`config.mk`:
```
export PLATFORM = sky130hd
export DESIGN_NAME = seg7_scan_driver
export DESIGN_NICKNAME = d
export VERILOG_FILES = /design/src/rtl/seg7_scan_driver.sv
export SDC_FILE = /design/constraint.sdc
export NUM_CORES = 1
export LEC_CHECK = 0
export CELL_PAD_IN_SITES_DETAIL_PLACEMENT = 0
export CELL_PAD_IN_SITES_GLOBAL_PLACEMENT = 1
export CORE_MARGIN = 5
export CORE_UTILIZATION = 42
export CTS_CLUSTER_DIAMETER = 80
export DETAILED_ROUTE_END_ITERATION = 6
export PLACE_DENSITY = 0.83
export SLEW_MARGIN = 30
export SYNTH_ARGS = -nofsm -noshare
export SYNTH_HDL_FRONTEND = slang
export SYNTH_SLANG_ARGS = --single-unit
```
`constraint.sdc`:
```
create_clock -name clk -period 2.5 [get_ports clk]
set_clock_uncertainty 0.1 [all_clocks]
set_input_delay 0.5 -clock clk [delete_from_list [all_inputs] [get_ports clk]]
set_output_delay 0.5 -clock clk [all_outputs]
set_load 0.01 [all_outputs]
```
`src/rtl/seg7_scan_driver.sv`:
```
`default_nettype none
// ============================================================================
// Module      : seg7_scan_driver
// Description : Time-multiplexed N-digit 7-segment driver with hex/BCD decode,
//               per-digit decimal points, leading-zero blanking, anti-ghosting
//               guard and a double-buffered (shadow/display) digit store that
//               only updates at frame boundaries.
// Revision    : 1.0 - initial release
// ============================================================================
module seg7_scan_driver #(
    parameter int DIGITS       = 4,
    parameter int PRESCALE     = 1024,
    parameter int GUARD        = 2,
    parameter int COMMON_ANODE = 0,
    parameter int HEX_MODE     = 1
) (
    input  logic                      clk,
    input  logic                      rst_n,
    input  logic                      ena,
    input  logic                      load,
    input  logic [$clog2(DIGITS)-1:0] wr_addr,
    input  logic [3:0]                wr_data,
    input  logic                      wr_dp,
    input  logic                      commit,
    input  logic                      blank_lz,
    output logic [6:0]                seg,
    output logic                      dp,
    output logic [DIGITS-1:0]         digit_en,
    output logic                      frame_done,
    output logic                      commit_pending
);

    localparam int                 c_aw    = $clog2(DIGITS);
    localparam int                 c_pw    = (PRESCALE > 1) ? $clog2(PRESCALE) : 1;
    localparam logic [c_pw-1:0]    c_plast = c_pw'(PRESCALE - 1);
    localparam logic [c_pw-1:0]    c_guard = c_pw'(GUARD);
    localparam logic [c_aw-1:0]    c_slast = c_aw'(DIGITS - 1);
    localparam logic               c_inv   = (COMMON_ANODE != 0);
    localparam logic [DIGITS-1:0]  c_one   = DIGITS'(1);

    // Scan position
    logic [c_pw-1:0]            r_pcnt;
    logic [c_aw-1:0]            r_sidx;

    // Shadow and display banks
    logic [DIGITS-1:0][3:0]     r_sh_nib;
    logic [DIGITS-1:0]          r_sh_dp;
    logic [DIGITS-1:0][3:0]     r_ds_nib;
    logic [DIGITS-1:0]          r_ds_dp;

    logic                       r_pend;

    logic                       w_boundary;
    logic [DIGITS-1:0]          w_wr_hit;
    logic [3:0]                 w_cur_nib;
    logic                       w_cur_dp;
    logic                       w_cur_lz;
    logic                       w_all_zero;
    logic [6:0]                 w_seg;
    logic [DIGITS-1:0]          w_en;

    // Hex decode, active-high segments (bit0=a .. bit6=g)
    function automatic logic [6:0] f_decode(input logic [3:0] n);
        logic [6:0] s;
        case (n)
            4'h0: s = 7'h3F;
            4'h1: s = 7'h06;
            4'h2: s = 7'h5B;
            4'h3: s = 7'h4F;
            4'h4: s = 7'h66;
            4'h5: s = 7'h6D;
            4'h6: s = 7'h7D;
            4'h7: s = 7'h07;
            4'h8: s = 7'h7F;
            4'h9: s = 7'h6F;
            4'hA: s = 7'h77;
            4'hB: s = 7'h7C;
            4'hC: s = 7'h39;
            4'hD: s = 7'h5E;
            4'hE: s = 7'h79;
            default: s = 7'h71;
        endcase
        if ((HEX_MODE == 0) && (n > 4'd9)) begin
            s = 7'h00;
        end
        return s;
    endfunction

    // The frame boundary is the advancing cycle in which the last slot ends
    assign w_boundary = ena && (r_pcnt == c_plast) && (r_sidx == c_slast);

    // Per-digit write strobes; addresses beyond DIGITS-1 match nothing
    for (genvar gi = 0; gi < DIGITS; gi++) begin : g_wr_hit
        assign w_wr_hit[gi] = load && (wr_addr == c_aw'(gi));
    end

    // Prescaler and scan index advance only while enabled
    always_ff @(posedge clk or negedge rst_n) begin
        if (!rst_n) begin
            r_pcnt <= '0;
            r_sidx <= '0;
        end else if (ena) begin
            if (r_pcnt == c_plast) begin
                r_pcnt <= '0;
                r_sidx <= (r_sidx == c_slast) ? '0 : r_sidx + 1'b1;
            end else begin
                r_pcnt <= r_pcnt + 1'b1;
            end
        end
    end

    // Shadow bank takes writes at any time
    always_ff @(posedge clk or negedge rst_n) begin
        if (!rst_n) begin
            r_sh_nib <= '0;
            r_sh_dp  <= '0;
        end else begin
            for (int i = 0; i < DIGITS; i++) begin
                if (w_wr_hit[i]) begin
                    r_sh_nib[i] <= wr_data;
                    r_sh_dp[i]  <= wr_dp;
                end
            end
        end
    end

    // Display bank copies the pre-write shadow at a boundary with a commit outstanding
    always_ff @(posedge clk or negedge rst_n) begin
        if (!rst_n) begin
            r_ds_nib <= '0;
            r_ds_dp  <= '0;
        end else if (w_boundary && (r_pend || commit)) begin
            r_ds_nib <= r_sh_nib;
            r_ds_dp  <= r_sh_dp;
        end
    end

    // Commit tracking and frame pulse; a boundary always retires the request
    always_ff @(posedge clk or negedge rst_n) begin
        if (!rst_n) begin
            r_pend     <= 1'b0;
            frame_done <= 1'b0;
        end else begin
            frame_done <= w_boundary;
            if (w_boundary) begin
                r_pend <= 1'b0;
            end else if (commit) begin
                r_pend <= 1'b1;
            end
        end
    end

    assign commit_pending = r_pend;

    // Select the scanned digit and decide whether it is a leading zero
    always_comb begin
        w_cur_nib  = 4'h0;
        w_cur_dp   = 1'b0;
        w_cur_lz   = 1'b0;
        w_all_zero = 1'b1;
        for (int i = DIGITS - 1; i >= 0; i--) begin
            w_all_zero = w_all_zero && (r_ds_nib[i] == 4'h0);
            if (r_sidx == c_aw'(i)) begin
                w_cur_nib = r_ds_nib[i];
                w_cur_dp  = r_ds_dp[i];
                w_cur_lz  = w_all_zero && (i != 0);
            end
        end
        w_seg = (blank_lz && w_cur_lz) ? 7'h00 : f_decode(w_cur_nib);
        w_en  = (r_pcnt < c_guard) ? '0 : (c_one << r_sidx);
    end

    // Registered, polarity-adjusted outputs; frozen while scanning is disabled
    always_ff @(posedge clk or negedge rst_n) begin
        if (!rst_n) begin
            seg      <= {7{c_inv}};
            dp       <= c_inv;
            digit_en <= {DIGITS{c_inv}};
        end else if (ena) begin
            seg      <= w_seg ^ {7{c_inv}};
            dp       <= w_cur_dp ^ c_inv;
            digit_en <= w_en ^ {DIGITS{c_inv}};
        end
    end

endmodule
`default_nettype wire

```
==> metrics.txt <==
part of the cycle the worst path needs 94.8%; most common cell in the netlist dfrtp_1; initial DRC count 99; Residual DRC 0; Clk pin slew, worst setup/hold paths about 0.070 ns; Seq/Total Area, Yosys 51.3%; Post-synth ARST share 100%; pre-CTS setup slack 0.0781 ns; most frequent CP cell mux2_2; Synth area leaders dfrtp_1 51%, mux2_4 9.3%, mux2_2 7.7%; I/O Buffers 26; worst path required time 2.67 ns; Core Area 0.00761 mm^2; Worst Tran Pin Value 0.550 ns; Critical Path Source Type register; most area-hungry cell type in the Yosys netlist dfrtp_1; H-Tree Depth 3; DP HPWL ~4700 um; area of the die 0.00951 mm^2; P_leak between 0.0015 and 0.002 uW; CTS root buffer clkbuf_8; critical-path cell list inv_1, ha_2, nor2_2, a31oi_4, buf_4, ha_1, mux2_2, mux2_2, o2bb2ai_1; 1st-pass router iterations 4; count of different cell masters after synthesis about 50; Routability Congestion 0.803; Worst EP arrival ~2.5 ns; Min-Delay Path Class in2async; area delta synth->final 23.8%; cell area after synthesis ~0.0032 mm^2; synthesis-stage register bit count 66; Synth Net Count 279; clk sinks 66; initial antenna violation count 0; Hold Buf Count CTS 0; Final setup viols 0; MaxCap Viol Count 0; critical path endpoint category register; Routed wire per std cell approximately 15 um; share of cells above drive strength 1 32.9%; Die Width 97.5 um; CTS tree yes; RSZ-0062 raised after global routing yes; crit-path max FO 6; Post-Syn Instances between 200 and 300; Initial Utilization 42.3%; Tot GR Track Use 14.4%; final worst slack approximately 0.13 ns; crit path time final 2.37 ns; ys flop type dfrtp_1; Avg Synthesized Cell Area 12.6 um^2; final hold violation count 0; Antenna Cells 0; Filler Cell Count between 600 and 700; Yosys Warn Count 0; buffer levels on the longest clock path 2; sum of negative setup slack 0 ns; antenna viol nets, final 0; worst-path cell with the longest stage delay dfrtp_1; Skew-Pair Late Insertion Delay 0.34 ns; Post-synth EDFFs 0; row count 32; commonest cells in the netlist 66 x dfrtp_1, 22 x mux2_2, 20 x mux2_4, 16 x nand2_1, 12 x inv_1; maximum vdd drop 0.441 mV; cell area after layout 0.00398 mm^2; Max Fclk 422 MHz; num ports 27; Routed WL 6400 um; status completed; vias in the first global route about 2.2k; CP max stage delay between 0.3 and 0.4 ns; Vias/cell 5.15; TritonCTS buffer count 9; share of the synthesized area in the top cell type 51.3%; WHS approximately 0.037 ns; grt total ovfl 0; Slew Viols, Final 0; via count 2,139; Nets 332; first-pass GRT wire length 11,000 um; Post-DP Area about 0.0037 mm^2; die height 97.5 um; largest net degree at the start of global routing 26; slew margin rel. 63.3%; Power Density approximately 600 mW/mm^2; Setup CP Type reg2reg
==> final cells by class <==
cell class	count	area [um^2]	share of cell area, %
sequential	66	1650	41.5
timing repair buffer	51	463	11.6
tap	102	128	3.20
inverter	13	48.8	1.22
clock buffer	12	165	4.15
clock inverter	4	25.0	0.628
multi-input combinational	167	1500	37.7
==> what timing repair did <==
item	4_1_cts	5_1_grt
setup buffers	0	5
setup endpoints to repair	0	4
hold endpoints to repair	0	0
gates resized for setup	0	14
==> metrics by stage <==
stage	util (%)	instances	power (uW)
finish	52.4	415	2390
CTS	51.0	410	2420
detailed placement	48.5	394	1570
global placement	48.5	394	1560
floorplan	-	255	1430
global route	52.4	415	2530
==> worst max-delay path: cells and delay by family (launching register included) <==
family                     cells  cell delay, ns
AOI/OAI and AO/OA              2            0.26
adders and majority gates      2            0.42
buffers and inverters          2            0.27
DFF                            1            0.38
muxes                          2            0.52
and+or+nand+nor                1            0.34
==> final timing paths <==
check,from,end,slack [ns],cells past startpoint
setup / recovery,r_sidx[1],seg[5],0.13,9
hold / removal,rst_n,r_sh_nib[9],0.04,1
setup reg to reg,r_sidx[1],seg[5],0.13,9
hold reg to reg,seg[0],seg[0],0.39,1
max in group asynchronous,rst_n,seg[6],1.56,2
min in group clk,seg[0],seg[0],0.39,1
==> power by group <==
| group | leakage (uW) | internal (uW) | switching (uW) |
|---|---|---|---|
| combinational | 0.000831 | 153 | 117 |
| clock | 0.0000944 | 438 | 404 |
| sequential | 0.000839 | 1180 | 94.5 |
| total | 0.00176 | 1770 | 616 |
==> state kept, by name, indices dropped and copies added (netlist names), 2 cells and up <==
signal / cells
r_ds_dp: 4
r_ds_nib: 16
r_sidx: 2
r_pcnt: 10
r_sh_dp: 4
seg: 7
r_sh_nib: 16
digit_en: 4
==> cell families after synthesis <==
family                     share of synthesized area, %
xor gates and xnor gates                           2.18
buffers and inverters                              4.04
and+or+nand+nor                                    11.5
AOI/OAI and AO/OA                                  9.33
adders and majority gates                          4.28
DFF                                                51.3
muxes                                              17.3
==> cell usage in the layout (no fill, tap or decap), drive strengths merged, types with 4 or more instances in the layout <==
master         instances
nand2                 16
clkdlybuf4s50         25
o2bb2ai                4
buf                   26
clkbuf                12
mux2                  42
a21oi                  6
nor2                  12
nor3                   4
nand3b                 4
xnor2                  6
dfrtp                 66
nor2b                  5
a22o                   4
o21ai                  7
ha                    11
and3                   4
o22ai                  4
inv                   12
nor3b                  5
nand3                  4
==> layer usage <==
metal	GRT usage [%]	routed length [um]	vias up
li1	-	-	1028
met1	19.5	3060	1067
met2	22.2	3020	35
met3	4.09	206	9
met4	4.69	114	0
met5	0	0	-
Note: power is estimated with default switching activity, not from simulation.
